`src/rtl/if_prefetch_unit_pkg.sv`:
```
// Shared types for the instruction-fetch stage.
// Queue entry layout, FSM states and the bubble encoding.
package if_pkg;

    localparam int IF_ADDR_W  = 16;
    localparam int IF_INSTR_W = 32;

    localparam logic [IF_INSTR_W-1:0] BUBBLE = '1;

    typedef enum logic {
        RUN      = 1'b0,
        IRQ_HOLD = 1'b1
    } fetch_state_e;

    typedef struct packed {
        logic [IF_ADDR_W-1:0]  pc;
        logic [IF_INSTR_W-1:0] instr;
    } fetch_entry_t;

endpackage

```
`src/rtl/if_prefetch_unit_if.sv`:
```
// Fetch-stage bundle: imem port, decode-side output, redirect,
// interrupt and trap-injection signals.
interface if_prefetch_unit_if
    import if_pkg::*;
#(
    parameter int ADDR_W  = IF_ADDR_W,
    parameter int INSTR_W = IF_INSTR_W,
    parameter int NUM_IRQ = 3
);
    logic               imem_req;
    logic [ADDR_W-1:0]  imem_addr;
    logic [INSTR_W-1:0] imem_rdata;
    logic               stall;
    logic               redirect;
    logic [ADDR_W-1:0]  redirect_pc;
    logic [NUM_IRQ-1:0] irq_req;
    logic               irq_en;
    logic [NUM_IRQ-1:0] irq_ack;
    logic [ADDR_W-1:0]  epc;
    logic               inject_valid;
    logic [INSTR_W-1:0] inject_instr;
    logic               out_valid;
    logic [INSTR_W-1:0] out_instr;
    logic [ADDR_W-1:0]  out_pc;
    logic [ADDR_W-1:0]  out_pc_plus1;
    logic               keep_flags;

    modport master (
        output imem_rdata, stall, redirect, redirect_pc,
        output irq_req, irq_en, inject_valid, inject_instr,
        input  imem_req, imem_addr, irq_ack, epc,
        input  out_valid, out_instr, out_pc, out_pc_plus1, keep_flags
    );

    modport slave (
        input  imem_rdata, stall, redirect, redirect_pc,
        input  irq_req, irq_en, inject_valid, inject_instr,
        output imem_req, imem_addr, irq_ack, epc,
        output out_valid, out_instr, out_pc, out_pc_plus1, keep_flags
    );

endinterface

```
`src/rtl/if_prefetch_unit_fifo.sv`:
```
// Prefetch queue: power-of-2 ring buffer with flush.
// Push and pop may coincide when full; flush beats push.
module if_prefetch_fifo #(
    parameter int DEPTH = 4,
    parameter int W     = 48
) (
    input  logic                     clk,
    input  logic                     rst,
    input  logic                     push,
    input  logic                     pop,
    input  logic                     flush,
    input  logic [W-1:0]             din,
    output logic [$clog2(DEPTH):0]   count,
    output logic [W-1:0]             head,
    output logic                     empty
);
    localparam int AW = $clog2(DEPTH);
    localparam int CW = AW + 1;

    logic [W-1:0]  mem_q [DEPTH];
    logic [AW-1:0] rd_q;
    logic [AW-1:0] wr_q;
    logic [CW-1:0] cnt_q;
    logic          do_pop;
    logic          do_push;

    assign do_pop  = pop && (cnt_q != '0);
    assign do_push = push && ((cnt_q != CW'(DEPTH)) || do_pop);

    always_ff @(posedge clk) begin
        if (rst || flush) begin
            rd_q  <= '0;
            wr_q  <= '0;
            cnt_q <= '0;
        end else begin
            if (do_push) wr_q <= wr_q + 1'b1;
            if (do_pop)  rd_q <= rd_q + 1'b1;
            cnt_q <= cnt_q + CW'(do_push) - CW'(do_pop);
        end
    end

    always_ff @(posedge clk) begin
        if (do_push && !flush && !rst) mem_q[wr_q] <= din;
    end

    assign count = cnt_q;
    assign head  = mem_q[rd_q];
    assign empty = (cnt_q == '0);

endmodule

```
`src/rtl/if_prefetch_unit.sv`:
```
// Instruction-fetch stage: PC generation, epoch-tagged imem
// requests, prefetch queue, vectored interrupts and trap injection.
module if_prefetch_unit
    import if_pkg::*;
#(
    parameter int ADDR_W  = IF_ADDR_W,
    parameter int INSTR_W = IF_INSTR_W,
    parameter int DEPTH   = 4,
    parameter int NUM_IRQ = 3,
    parameter logic [ADDR_W-1:0] RESET_PC = '0,
    parameter logic [ADDR_W-1:0] VEC_BASE = ADDR_W'('h03FD)
) (
    input  logic              clk,
    input  logic              rst,
    if_prefetch_unit_if.slave bus
);
    localparam int CW = $clog2(DEPTH) + 1;

    fetch_state_e      state_q, state_d;
    logic [ADDR_W-1:0] fetch_pc_q, fetch_pc_d;
    logic [ADDR_W-1:0] infl_pc_q, infl_pc_d;
    logic [ADDR_W-1:0] epc_q, epc_d;
    logic              epoch_q, epoch_d;
    logic              infl_q, infl_d;
    logic              infl_ep_q, infl_ep_d;

    logic [CW-1:0]      count;
    fetch_entry_t       head;
    fetch_entry_t       push_entry;
    logic               empty, push, pop, flush;
    logic               issue, irq_take, found, live_infl, out_v;
    logic [NUM_IRQ-1:0] grant;
    logic [ADDR_W-1:0]  irq_off, cur_pc;

    if_prefetch_fifo #(
        .DEPTH (DEPTH),
        .W     ($bits(fetch_entry_t))
    ) u_fifo (
        .clk   (clk),
        .rst   (rst),
        .push  (push),
        .pop   (pop),
        .flush (flush),
        .din   (push_entry),
        .count (count),
        .head  (head),
        .empty (empty)
    );

    // Lowest index wins.
    always_comb begin
        found   = 1'b0;
        grant   = '0;
        irq_off = '0;
        for (int i = 0; i < NUM_IRQ; i++) begin
            if (bus.irq_req[i] && !found) begin
                found    = 1'b1;
                grant[i] = 1'b1;
                irq_off  = ADDR_W'(i);
            end
        end
    end

    always_comb begin
        live_infl = infl_q && (infl_ep_q == epoch_q);
        cur_pc    = fetch_pc_q;
        if (!empty)         cur_pc = head.pc;
        else if (live_infl) cur_pc = infl_pc_q;
        irq_take = bus.irq_en && found && (state_q == RUN)
                   && !bus.inject_valid && !bus.redirect;
        issue = !rst && (state_q == RUN) && !bus.redirect && !irq_take
                && (({1'b0, count} + (CW+1)'(infl_q)) < (CW+1)'(DEPTH));
        flush      = bus.redirect || irq_take;
        push       = live_infl;
        push_entry = '{pc: infl_pc_q, instr: bus.imem_rdata};
    end

    always_ff @(posedge clk) begin
        if (rst) state_q <= RUN;
        else     state_q <= state_d;
    end

    always_comb begin
        state_d    = state_q;
        fetch_pc_d = fetch_pc_q;
        epoch_d    = epoch_q;
        epc_d      = epc_q;
        infl_d     = issue;
        infl_pc_d  = fetch_pc_q;
        infl_ep_d  = epoch_q;
        unique case (1'b1)
            bus.redirect: begin
                fetch_pc_d = bus.redirect_pc;
                epoch_d    = ~epoch_q;
                state_d    = RUN;
            end
            irq_take: begin
                fetch_pc_d = VEC_BASE + irq_off;
                epoch_d    = ~epoch_q;
                epc_d      = cur_pc;
                state_d    = IRQ_HOLD;
            end
            default: begin
                state_d = RUN;
                if (issue) fetch_pc_d = fetch_pc_q + ADDR_W'(1);
            end
        endcase
    end

    always_comb begin
        bus.imem_req     = issue;
        bus.imem_addr    = fetch_pc_q;
        bus.irq_ack      = (irq_take && !rst) ? grant : '0;
        bus.epc          = epc_q;
        bus.keep_flags   = bus.inject_valid;
        bus.out_pc       = cur_pc;
        bus.out_pc_plus1 = cur_pc + ADDR_W'(1);
        out_v            = !empty && (state_q == RUN);
        bus.out_valid    = out_v;
        bus.out_instr    = INSTR_W'(BUBBLE);
        if (bus.inject_valid) begin
            bus.out_valid = 1'b1;
            bus.out_instr = bus.inject_instr;
        end else if (out_v) begin
            bus.out_instr = head.instr;
        end
        pop = out_v && !bus.inject_valid && !bus.stall && !flush;
    end

    always_ff @(posedge clk) begin
        if (rst) begin
            fetch_pc_q <= RESET_PC;
            epoch_q    <= 1'b0;
            infl_q     <= 1'b0;
            infl_pc_q  <= '0;
            infl_ep_q  <= 1'b0;
            epc_q      <= '0;
        end else begin
            fetch_pc_q <= fetch_pc_d;
            epoch_q    <= epoch_d;
            infl_q     <= infl_d;
            infl_pc_q  <= infl_pc_d;
            infl_ep_q  <= infl_ep_d;
            epc_q      <= epc_d;
        end
    end

endmodule

```
`src/flat_wrapper.sv`:
```
// flat-port wrapper written by rule: the top's interface ports become plain ports
module if_prefetch_unit_flat import if_pkg::*;
#(
    parameter int ADDR_W  = IF_ADDR_W,
    parameter int INSTR_W = IF_INSTR_W,
    parameter int DEPTH   = 4,
    parameter int NUM_IRQ = 3,
    parameter logic [ADDR_W-1:0] RESET_PC = '0,
    parameter logic [ADDR_W-1:0] VEC_BASE = ADDR_W'('h03FD)
)
  (clk, rst, bus_imem_rdata, bus_stall, bus_redirect, bus_redirect_pc, bus_irq_req, bus_irq_en, bus_inject_valid, bus_inject_instr, bus_imem_req, bus_imem_addr, bus_irq_ack, bus_epc, bus_out_valid, bus_out_instr, bus_out_pc, bus_out_pc_plus1, bus_keep_flags);
  if_prefetch_unit_if #(.ADDR_W(ADDR_W), .INSTR_W(INSTR_W), .NUM_IRQ(NUM_IRQ)) bus_i ();
  input  logic clk;
  input  logic rst;
  input wire logic [$bits(bus_i.imem_rdata)-1:0] bus_imem_rdata;
  input wire logic [$bits(bus_i.stall)-1:0] bus_stall;
  input wire logic [$bits(bus_i.redirect)-1:0] bus_redirect;
  input wire logic [$bits(bus_i.redirect_pc)-1:0] bus_redirect_pc;
  input wire logic [$bits(bus_i.irq_req)-1:0] bus_irq_req;
  input wire logic [$bits(bus_i.irq_en)-1:0] bus_irq_en;
  input wire logic [$bits(bus_i.inject_valid)-1:0] bus_inject_valid;
  input wire logic [$bits(bus_i.inject_instr)-1:0] bus_inject_instr;
  output wire logic [$bits(bus_i.imem_req)-1:0] bus_imem_req;
  output wire logic [$bits(bus_i.imem_addr)-1:0] bus_imem_addr;
  output wire logic [$bits(bus_i.irq_ack)-1:0] bus_irq_ack;
  output wire logic [$bits(bus_i.epc)-1:0] bus_epc;
  output wire logic [$bits(bus_i.out_valid)-1:0] bus_out_valid;
  output wire logic [$bits(bus_i.out_instr)-1:0] bus_out_instr;
  output wire logic [$bits(bus_i.out_pc)-1:0] bus_out_pc;
  output wire logic [$bits(bus_i.out_pc_plus1)-1:0] bus_out_pc_plus1;
  output wire logic [$bits(bus_i.keep_flags)-1:0] bus_keep_flags;
  assign bus_i.imem_rdata = bus_imem_rdata;
  assign bus_i.stall = bus_stall;
  assign bus_i.redirect = bus_redirect;
  assign bus_i.redirect_pc = bus_redirect_pc;
  assign bus_i.irq_req = bus_irq_req;
  assign bus_i.irq_en = bus_irq_en;
  assign bus_i.inject_valid = bus_inject_valid;
  assign bus_i.inject_instr = bus_inject_instr;
  assign bus_imem_req = bus_i.imem_req;
  assign bus_imem_addr = bus_i.imem_addr;
  assign bus_irq_ack = bus_i.irq_ack;
  assign bus_epc = bus_i.epc;
  assign bus_out_valid = bus_i.out_valid;
  assign bus_out_instr = bus_i.out_instr;
  assign bus_out_pc = bus_i.out_pc;
  assign bus_out_pc_plus1 = bus_i.out_pc_plus1;
  assign bus_keep_flags = bus_i.keep_flags;
  if_prefetch_unit #(.ADDR_W(ADDR_W), .INSTR_W(INSTR_W), .DEPTH(DEPTH), .NUM_IRQ(NUM_IRQ), .RESET_PC(RESET_PC), .VEC_BASE(VEC_BASE)) u_core (.clk(clk), .rst(rst), .bus(bus_i));
endmodule
```
`config.mk`:
```
export PLATFORM = sky130hd
export DESIGN_NAME = if_prefetch_unit_flat
export DESIGN_NICKNAME = d
export VERILOG_FILES = /design/src/rtl/if_prefetch_unit_pkg.sv /design/src/rtl/if_prefetch_unit_if.sv /design/src/rtl/if_prefetch_unit_fifo.sv /design/src/rtl/if_prefetch_unit.sv /design/src/flat_wrapper.sv
export SDC_FILE = /design/constraint.sdc
export NUM_CORES = 1
export LEC_CHECK = 0
export ABC_CLOCK_PERIOD_IN_PS = 5400
export BUFFER_PORTS_ARGS = -buffer_cell sky130_fd_sc_hd__buf_2
export CORE_MARGIN = 8
export CORE_UTILIZATION = 38
export CTS_CLUSTER_SIZE = 12
export DETAILED_ROUTE_END_ITERATION = 6
export SYNTH_ARGS = -nofsm -noshare
export SYNTH_HDL_FRONTEND = slang
export SYNTH_HIERARCHICAL = 1
export SYNTH_SLANG_ARGS = --single-unit
export TNS_END_PERCENT = 20
```
`constraint.sdc`:
```
create_clock -name clk -period 5.4 [get_ports clk]
set_clock_uncertainty 0.05 [all_clocks]
set_input_delay 0.27 -clock clk [delete_from_list [all_inputs] [get_ports clk]]
set_output_delay 0.27 -clock clk [all_outputs]
set_load 0.02 [all_outputs]
```
==> run metrics <==
Die Area=~0.034 mm^2; width of the die=184.1 um; actual slew at the worst max-slew pin=995.1 ps; Max Slew Vio Count=0; crit end category=output pin; count of warnings emitted by yosys=6; synthesized cell area=0.01073 mm^2; global-route wire length before repair=41650 um; leak pwr=4.938 nW; portion of total power attributed to combinational logic=9.5%; total number of clock tree sinks=253; CTS tree=done; number of detailed-route iterations in the first pass=4; Async S/R FF share, synth=0%; Ant. Diodes=0; Pint=0.003196 W; max_cap viols=0; met1 layer usage reported by global route=18.58%; vias in the first global route=around 7500; Worst Path Required=roughly 5100 ps; most crowded layer after global routing=met2; switching share of total power=23.76%; pin count of the biggest net entering global routing=58; number of antenna violations at the first check in global routing=0; number of distinct standard cells referenced by the synthesized netlist=56; classification of the worst-slack hold path=in2reg; Cell Chain, Critical Path=mux4_2 > nor2_1 > a311oi_1 > nand4bb_1 > nor4_2 > xor2_1 > buf_2; start of the worst register-to-register path=u_core/state_q; total count of hold-check failures in the final report=0; Tot GR Track Use=15.50%; category of the worst setup path launch point=flop; most common cell after layout, fill and taps aside=edfxtp_1; signal arrival time at the worst endpoint=3630 ps; headroom to the max-slew limit=around a third; total area of multi-input combinational cells=0.003338 mm^2; total power consumption of the routed design=0.004192 W; category of the critical setup timing path=reg2out; Post CTS Setup Buffer Count=0; most used cells in the layout excluding fill and tap cells=192 x edfxtp_1, 190 x buf_2, 68 x nor2_1; number of flops mapped to enable cells by yosys=192; most frequently used flop master after synthesis=edfxtp_1; part of the total power dissipated in the clock network=39.1%; Seq pwr share=51.4%; core area=approximately 0.028 mm^2; share of layout cells above drive strength 1=28.77%; Final #Nets=1107; switching power summed over all nets=between 0.0009 and 0.001 W; status=finished clean; Chip Height=approximately 180 um; Port Buffers=190; time the worst path needs with I/O delays and setup=3951 ps; Pwr Density=316.2 mW/mm^2; Max stage delay on crit path=between 900 and 1000 ps; average routed wire per standard cell=18.62 um; share of the core filled with cells=47.73%; Synth-to-Final Area Change=23.52%; CTS buffer count=26; routed via count divided by cell count=4.968; Top Family by Delay on Critical Path=flip-flops; number of filler cells placed in the layout=between 2000 and 3000; Synthesized Nets=879; effective utilization at floorplan=38.64%; Seq/Total Area, Yosys=65.09%; worst vdd rail ir drop=0.0002081 V; vias after detailed routing=~7000; synthesized flop and latch total=around 250; drt drc=0; number of top-level pins=~190; num rows=61; cell type of the slowest stage on the worst timing path=dfxtp_4; post-DP HPWL=17770 um; Total Wirelength=roughly 26000 um; total area of sequential cells=about 0.007 mm^2; met3 layer usage reported by global route=2.628%; clock input transition at the sequential cells of the worst setup and hold paths=60 ps; gp weighted congestion=0.7802; Global Route met2 Usage=27.86%; setup violators final=0; Clock Path Buffers=3; upper clock frequency limit=253.1 MHz; aggregate negative setup slack=0 ps; number of buffers and inverters on the critical path=1; Resize count post-CTS=0; startpoint of the tightest hold check path=bus_redirect_pc[3]; number of H-tree levels=1; aggregate global routing overflow=0; unrepaired setup endpoints after global routing=no; share of the clock period used by the worst path after layout=73.17%; count of hold buffers inserted by post-cts repair=43; average footprint of a synthesized cell=13.74 um^2; biggest fanout along the worst timing path=between 40 and 50; Detail Route Antenna Nets=0; number of violations reported at the end of detailed-routing iteration 0=397; Cells after Synth=approximately 800; clock latency on the worst-skew pair=540 ps; root buffer cell=clkbuf_16
==> cell usage after synthesis, types with 4 or more instances <==
cell      number  area [um^2]
a211oi_1       4        30.03
a21oi_1       61        305.3
a221oi_1       6        52.55
and2_1         8        50.05
and3_1         7        43.79
buf_2          5        25.02
buf_6          4        45.04
clkbuf_1      32        120.1
dfxtp_1       61         1221
edfxtp_1     192         5766
ha_1           8        100.1
inv_1         55        206.5
mux2i_1       12        120.1
mux4_2        48         1081
nand2_1       59        221.5
nand3_1       11        55.05
nand4_1       14        87.58
nor2_1        68        255.2
nor2b_1       16        100.1
nor3_1        13        65.06
o21ai_0       12        60.06
o22ai_1        6        37.54
xnor2_1       21        183.9
xor2_1        10        87.58
==> registers in the layout, summed over array words and instances (netlist names), named ones only <==
name	count
u_core/state_q	1
u_core/u_fifo/rd_q	2
u_core/u_fifo/count	3
u_core/infl_ep_q	1
u_core/u_fifo/mem_q	192
u_core/infl_pc_q	16
u_core/u_fifo/wr_q	2
u_core/bus.epc	16
u_core/bus.imem_addr	16
u_core/epoch_q	1
u_core/infl_q	1
==> cells by family (layout without fill, tap and decap cells) <==
group | after synthesis | count (layout) | synth area share [%]
compound gates | 114 | 114 | 6.458
xor+xnor | 33 | 33 | 2.833
fa+ha+maj | 9 | 9 | 1.119
buf+inv | 99 | 347 | 3.905
flops | 253 | 253 | 65.09
mux | 60 | 60 | 11.19
simple gates | 213 | 213 | 9.407
==> path summary, 6_finish.rpt <==
check,cells past startpoint,slack [ps],end
max,7,1450,bus_out_pc_plus1[15]
min,3,40,u_core/bus.imem_addr[3]
max reg2reg,8,1640,u_core/u_fifo/mem_q[3][15]
min reg2reg,2,400,u_core/bus.epc[4]
==> per-layer routing <==
| layer | up-vias | part of all wire, % |
|---|---|---|
| met5 | - | 0 |
| met1 | 3447 | 41 |
| li1 | 3338 | - |
| met2 | 157 | 52 |
| met3 | 48 | 4.8 |
| met4 | 0 | 2.3 |
==> final cells by class <==
class,instances,share of cell area [%]
flip-flops and latches,253,52.73
multi-input cells,429,25.18
repair buffers,244,11.04
clock buffers,42,5.511
well taps,378,3.567
inverters,55,1.557
clock inverters,6,0.4152
==> power by group through the flow <==
| stage | clock network [W] | registers (W) | logic (W) |
|---|---|---|---|
| 3_5_place_dp | 0 | 0.00219 | 0.000377 |
| 5_1_grt | 0.00176 | 0.00216 | 0.000437 |
| 2_1_floorplan | 0 | 0.00219 | 0.000222 |
| 4_1_cts | 0.00169 | 0.00215 | 0.000403 |
| 6_report | 0.00164 | 0.00215 | 0.000399 |
| 3_3_place_gp | 0 | 0.00219 | 0.000375 |
==> through the flow <==
stage          cells  hold slack (ps)  area [um^2]  setup WS (ps)
6_report        1407            35.13        13260           1449
5_1_grt         1407            16.77        13260           1100
4_1_cts         1407            9.297        13260           1337
3_5_place_dp    1316            394.6        12040           1086
3_3_place_gp    1316            390.8        12040           1226
2_1_floorplan    781            296.6        10730           1671
==> tightest hold or removal path, delay by kind of cell <==
family / cells / cell delay [ps]
AND/OR/NAND/NOR: 1 / 150
buffers and inverters: 1 / 80
AO/OA/AOI/OAI: 1 / 70
Power figures use the tool's default switching activity.
